<file path="src/rtl/fir_tap_sequencer.sv">
// FIR tap sequencer: holds the delay line and coefficients, issues one multiply per tap
// to the shared ALU, accumulates the returned products and presents a saturated output.
module fir_tap_sequencer #(
  parameter int NTAPS   = 8,
  parameter int ALU_LAT = 2,
  parameter int ACC_W   = 40
) (
  input  logic                     clk,
  input  logic                     rst,
  input  logic                     coef_we,
  input  logic [$clog2(NTAPS)-1:0] coef_addr,
  input  logic [15:0]              coef_wdata,
  input  logic                     in_valid,
  output logic                     in_ready,
  input  logic [15:0]              in_data,
  output logic [15:0]              alu_a,
  output logic [15:0]              alu_b,
  output logic [1:0]               alu_op_sel,
  input  logic [31:0]              alu_result,
  output logic                     out_valid,
  input  logic                     out_ready,
  output logic [31:0]              out_data,
  output logic                     busy
);

  localparam int AW = $clog2(NTAPS);
  localparam logic signed [ACC_W-1:0] SAT_MAX = {{(ACC_W-31){1'b0}}, {31{1'b1}}};
  localparam logic signed [ACC_W-1:0] SAT_MIN = {{(ACC_W-31){1'b1}}, {31{1'b0}}};

  typedef enum logic [1:0] {IDLE, ISSUE, DRAIN, OUT} state_t;

  state_t                   r_state;
  logic [15:0]              r_buf  [NTAPS];
  logic [15:0]              r_coef [NTAPS];
  logic [AW-1:0]            r_wr_ptr;
  logic [AW:0]              r_tap;
  logic [ALU_LAT-1:0]       r_tag;
  logic signed [ACC_W-1:0]  r_acc;
  logic [15:0]              r_alu_a;
  logic [15:0]              r_alu_b;
  logic [1:0]               r_alu_op;
  logic                     r_out_valid;
  logic [31:0]              r_out_data;

  logic                     w_issue;
  logic                     w_accept;
  logic                     w_coef_wr;
  logic [ALU_LAT-1:0]       w_tag_shift;
  logic signed [ACC_W-1:0]  w_prod;
  logic signed [ACC_W-1:0]  w_acc_next;
  logic [31:0]              w_sat;
  logic [AW-1:0]            w_rd_idx;

  assign w_issue     = (r_alu_op == 2'b01);
  assign w_tag_shift = ALU_LAT'({r_tag, w_issue});
  assign w_prod      = {{(ACC_W-32){alu_result[31]}}, alu_result};
  assign w_acc_next  = r_tag[ALU_LAT-1] ? (r_acc + w_prod) : r_acc;
  assign w_rd_idx    = r_wr_ptr - r_tap[AW-1:0];
  assign w_accept    = in_valid && (r_state == IDLE);
  assign w_coef_wr   = coef_we && (r_state == IDLE);

  // Saturate the accumulator value including any product landing this cycle
  always_comb begin
    w_sat = w_acc_next[31:0];
    if (w_acc_next > SAT_MAX)      w_sat = 32'h7FFF_FFFF;
    else if (w_acc_next < SAT_MIN) w_sat = 32'h8000_0000;
  end

  always_ff @(posedge clk) begin
    if (rst) begin
      r_state     <= IDLE;
      for (int unsigned i = 0; i < NTAPS; i++) begin
        r_buf[i]  <= '0;
        r_coef[i] <= '0;
      end
      r_wr_ptr    <= '0;
      r_tap       <= '0;
      r_tag       <= '0;
      r_acc       <= '0;
      r_alu_a     <= '0;
      r_alu_b     <= '0;
      r_alu_op    <= 2'b00;
      r_out_valid <= 1'b0;
      r_out_data  <= '0;
    end else begin
      r_tag <= w_tag_shift;
      r_acc <= w_acc_next;
      if (w_coef_wr) r_coef[coef_addr] <= coef_wdata;
      unique case (r_state)
        IDLE: if (w_accept) begin
          // Tap 0 uses the incoming sample and a same-cycle coefficient write directly
          r_buf[r_wr_ptr] <= in_data;
          r_acc    <= '0;
          r_alu_a  <= in_data;
          r_alu_b  <= (w_coef_wr && coef_addr == '0) ? coef_wdata : r_coef[0];
          r_alu_op <= 2'b01;
          r_tap    <= (AW+1)'(1);
          r_state  <= ISSUE;
        end
        ISSUE: begin
          if (r_tap == (AW+1)'(NTAPS)) begin
            r_alu_a  <= '0;
            r_alu_b  <= '0;
            r_alu_op <= 2'b00;
            r_state  <= DRAIN;
          end else begin
            r_alu_a <= r_buf[w_rd_idx];
            r_alu_b <= r_coef[r_tap[AW-1:0]];
            r_tap   <= r_tap + 1'b1;
          end
        end
        DRAIN: if (w_tag_shift == '0) begin
          r_out_data  <= w_sat;
          r_out_valid <= 1'b1;
          r_state     <= OUT;
        end
        OUT: if (out_ready) begin
          r_out_valid <= 1'b0;
          r_wr_ptr    <= r_wr_ptr + 1'b1;
          r_state     <= IDLE;
        end
        default: r_state <= IDLE;
      endcase
    end
  end

  assign in_ready   = (r_state == IDLE);
  assign busy       = (r_state != IDLE);
  assign alu_a      = r_alu_a;
  assign alu_b      = r_alu_b;
  assign alu_op_sel = r_alu_op;
  assign out_valid  = r_out_valid;
  assign out_data   = r_out_data;

endmodule

</file>
<file path="config.mk">
export PLATFORM = sky130hd
export DESIGN_NAME = fir_tap_sequencer
export DESIGN_NICKNAME = d
export VERILOG_FILES = /design/src/rtl/fir_tap_sequencer.sv
export SDC_FILE = /design/constraint.sdc
export NUM_CORES = 1
export LEC_CHECK = 0
export ABC_CLOCK_PERIOD_IN_PS = 4800
export BUFFER_PORTS_ARGS = -buffer_cell sky130_fd_sc_hd__buf_2
export CAP_MARGIN = 20
export CORE_ASPECT_RATIO = 1.1
export CORE_MARGIN = 4
export CORE_UTILIZATION = 28
export CTS_CLUSTER_SIZE = 14
export DETAILED_ROUTE_END_ITERATION = 8
export GPL_TIMING_DRIVEN = 0
export PLACE_DENSITY = 0.5
export SLEW_MARGIN = 40
export SYNTH_ARGS = -nofsm -noshare
export SYNTH_HDL_FRONTEND = slang
export SYNTH_SLANG_ARGS = --single-unit
</file>
<file path="constraint.sdc">
create_clock -name clk -period 4.8 [get_ports clk]
set_clock_uncertainty 0.15 [all_clocks]
set_input_delay 0 -clock clk [delete_from_list [all_inputs] [get_ports clk]]
set_output_delay 0 -clock clk [all_outputs]
set_load 0.02 [all_outputs]
</file>
==> results.sh <==
export IMPL_status="finished clean"
export IMPL_worstPathArrival_ns=4.91
export IMPL_synth_xor_area_share=0.0163
export IMPL_routed_via_density=5.15
export IMPL_irDropWorstVdd_mv=0.300
export IMPL_die_h_um=283
export IMPL_final_hold_viol_count=0
export IMPL_cts_path_max_buffers=3
export IMPL_grt_pass1_wl_um=96400
export IMPL_power_density_nw_per_um2=457
export IMPL_slowest_stage="o211ai_1"
export IMPL_clock_sinks=376
export IMPL_yosys_top_cells_count="256 x edfxtp_1, 149 x nor2_1, 132 x and2_1"
export IMPL_n_fill_cell=6830
export IMPL_crit_chain="ha_1, a21o_1, and4_1, o211ai_1, nand2_1, a32o_1, nor3_1, o21ai_0, nor4_2, buf_4, clkbuf_1, a22oi_1, o31ai_2"
export IMPL_synth_top_family_by_area="simple AND/OR/NAND/NOR gates"
export IMPL_wl_per_cell_um=22.2
export IMPL_clk_latency_ns=0.59
export IMPL_worstHoldPathType="primary input to register"
export IMPL_synth_top_flop_cell="edfxtp_1"
export IMPL_crit_type="register to register"
export IMPL_crit_fanout=10
export IMPL_final_max_slew_viol_count=0
export IMPL_cts_buffers=44
export IMPL_num_vias=14900
export IMPL_drt_pass1_iterations=6
export IMPL_io_pins=141
export IMPL_postSynthNetCount=1815
export IMPL_final_area_um2=23500
export IMPL_drc=0
export IMPL_synth_largest_area_cell="edfxtp_1"
export IMPL_ys_types=76
export IMPL_gr_total_overflow=0
export IMPL_reg2reg_depth=13
export IMPL_finish_utilization=0.346
export IMPL_first_global_vias=15300
export IMPL_hpwl_um=46800
export IMPL_synth_warnings=0
export IMPL_multi_input_comb_area_um2=8700
export IMPL_cts_tree="done"
export IMPL_synth_fa_ha_area_frac=0.0326
export IMPL_crit_path_end_kind="register"
export IMPL_die_x_um=258
export IMPL_ant_nets=0
export IMPL_postSynthAreaPerCell_um2=11.4
export IMPL_regArea_um2=10100
export IMPL_fp_coreArea_um2=67900
export IMPL_area_growth_syn_to_layout_pct=22.2
export IMPL_die_area_um2=73000
export IMPL_synth_most_common_cell="edfxtp_1"
export IMPL_critPathLaunchType="register"
export IMPL_period_needed_ns=4.56
export IMPL_rows=100
export IMPL_whs_ns=0.0438
export IMPL_ys_seq_area_frac=0.524
export IMPL_root_buffer="clkbuf_16"
export IMPL_cts_resized_gates=0
export IMPL_async_flop_share=0
export IMPL_drive_above_1_share=0.181
export IMPL_synth_ff_latch_count=376
export IMPL_antenna_found_initial=2
export IMPL_synth_compound_area_frac=0.116
export IMPL_drv_cap=0
export IMPL_slew_headroom=0.391
export IMPL_fmax_mhz=219
export IMPL_dpl_cell_area_um2=21500
export IMPL_ys_top_cells_by_area="edfxtp_1 40%, dfxtp_1 12%, mux4_2 7.5%"
export IMPL_start_util=0.283
export IMPL_leakagePower_nw=8.34
export IMPL_grt_max_degree=17
export IMPL_synth_area_um2=19200
export IMPL_io_buffers=139
export IMPL_gp_congestion=0.937
export IMPL_nets=2068
export IMPL_drt_iter0_drc=1302
export IMPL_synth_edf_count=256
export IMPL_track_usage=0.172
export IMPL_synth_top_area_share=0.399
export IMPL_wl_um=64400
export IMPL_insertedDiodeCount=0
export IMPL_slowest_delay_ns=0.55
export IMPL_clk_pin_slew_ns=0.06
export IMPL_cp_required_ns=5.15
export IMPL_post_route_period_util=0.951
export IMPL_rsz0062_at_grt="false"
export IMPL_tightest_slew_ns=0.914
export IMPL_finalPower_mw=10.8
export IMPL_yosys_area_share_simple=0.160
export IMPL_htree_levels=2
export IMPL_synth_cells=1694
export IMPL_setup_violations=0
export IMPL_worstHoldPathCells=6
export IMPL_synth_mux_area_frac=0.118
==> area by class of cell <==
cell class / instances / area share
multi-input cells: 1161 / 0.370
clock buffers: 60 / 0.0537
flip-flops and latches: 376 / 0.429
well taps: 918 / 0.0488
inverters: 32 / 0.00511
plain buffers: 125 / 0.0226
clock inverters: 22 / 0.00936
repair buffers: 207 / 0.0613
==> critical path, delay by kind of cell, from the launching register on <==
| family | cells | cell delay [ns] |
|---|---|---|
| AO/OA/AOI/OAI | 6 | 1.53 |
| AND/OR/NAND/NOR | 4 | 1.41 |
| buffers and inverters | 2 | 0.76 |
| flip-flops | 1 | 0.37 |
| adder cells (fa/ha/maj) | 1 | 0.25 |
==> state kept, by name, summed over array words and instances (netlist names), named ones only <==
signal,count
r_buf,128
r_coef,128
r_acc,40
out_data,32
alu_a,16
alu_b,16
r_tap,4
r_wr_ptr,3
r_state,2
r_tag,2
alu_op_sel,1
out_valid,1
==> report_power, final <==
part | leakage (nW) | switching (mW) | internal, mW
registers | 3.63 | 0.213 | 3.83
logic | 3.99 | 2.15 | 1.16
clock network | 0.727 | 1.43 | 1.97
==> per-layer routing <==
layer / track usage / wire, um / vias up
li1: - / - / 6922
met1: 0.222 / 27300 / 7401
met2: 0.289 / 30900 / 499
met3: 0.0309 / 3990 / 109
met4: 0.0592 / 2230 / 2
met5: 0 / 13 / -
==> per-stage QoR <==
stage                     setup TNS, ns  std cells  worst slack [ns]
final                                 0       2901             0.237
after detailed placement              0       2765             0.354
after floorplan                       0       1694              1.37
after CTS                             0       2900             0.326
after global routing                  0       2901            0.0430
after global placement            -1.51       2751           -0.0958
==> layout by cell type (no fill, tap or decap), types with 43 or more instances in the layout <==
master         Yosys  final
mux4_2            64     64
a21oi_1           63     63
clkbuf_16          0     46
dfxtp_1          120    120
clkbuf_1          96     99
and2_1           132    132
dlygate4sd3_1      0     53
nor4_1            43     43
buf_2              5    150
nor3_1           129    127
o21ai_0          104     92
nor2_1           149    149
ha_1              47     47
nand2_1           63     63
mux2i_1           79     79
edfxtp_1         256    256
==> worst paths after layout <==
check | slack (ns) | start | end
max | 0.24 | r_acc[1] | out_data[16]
min | 0.04 | alu_result[6] | r_acc[7]
max reg2reg | 0.24 | r_acc[1] | out_data[16]
min reg2reg | 0.33 | out_valid | out_valid
==> repair_timing <==
action / CTS / global route
hold buffers: 53 / 0
hold endpoints to repair: 345 / 0
setup buffers: 0 / 0
==> kinds of logic after synthesis <==
kind of cell,after synthesis
AND/OR/NAND/NOR,595
flip-flops,376
AO/OA/AOI/OAI,335
buffers and inverters,157
multiplexers,146
adder cells (fa/ha/maj),49
XOR/XNOR,35
other,1
No activity file was read; power rests on OpenSTA's default activity.
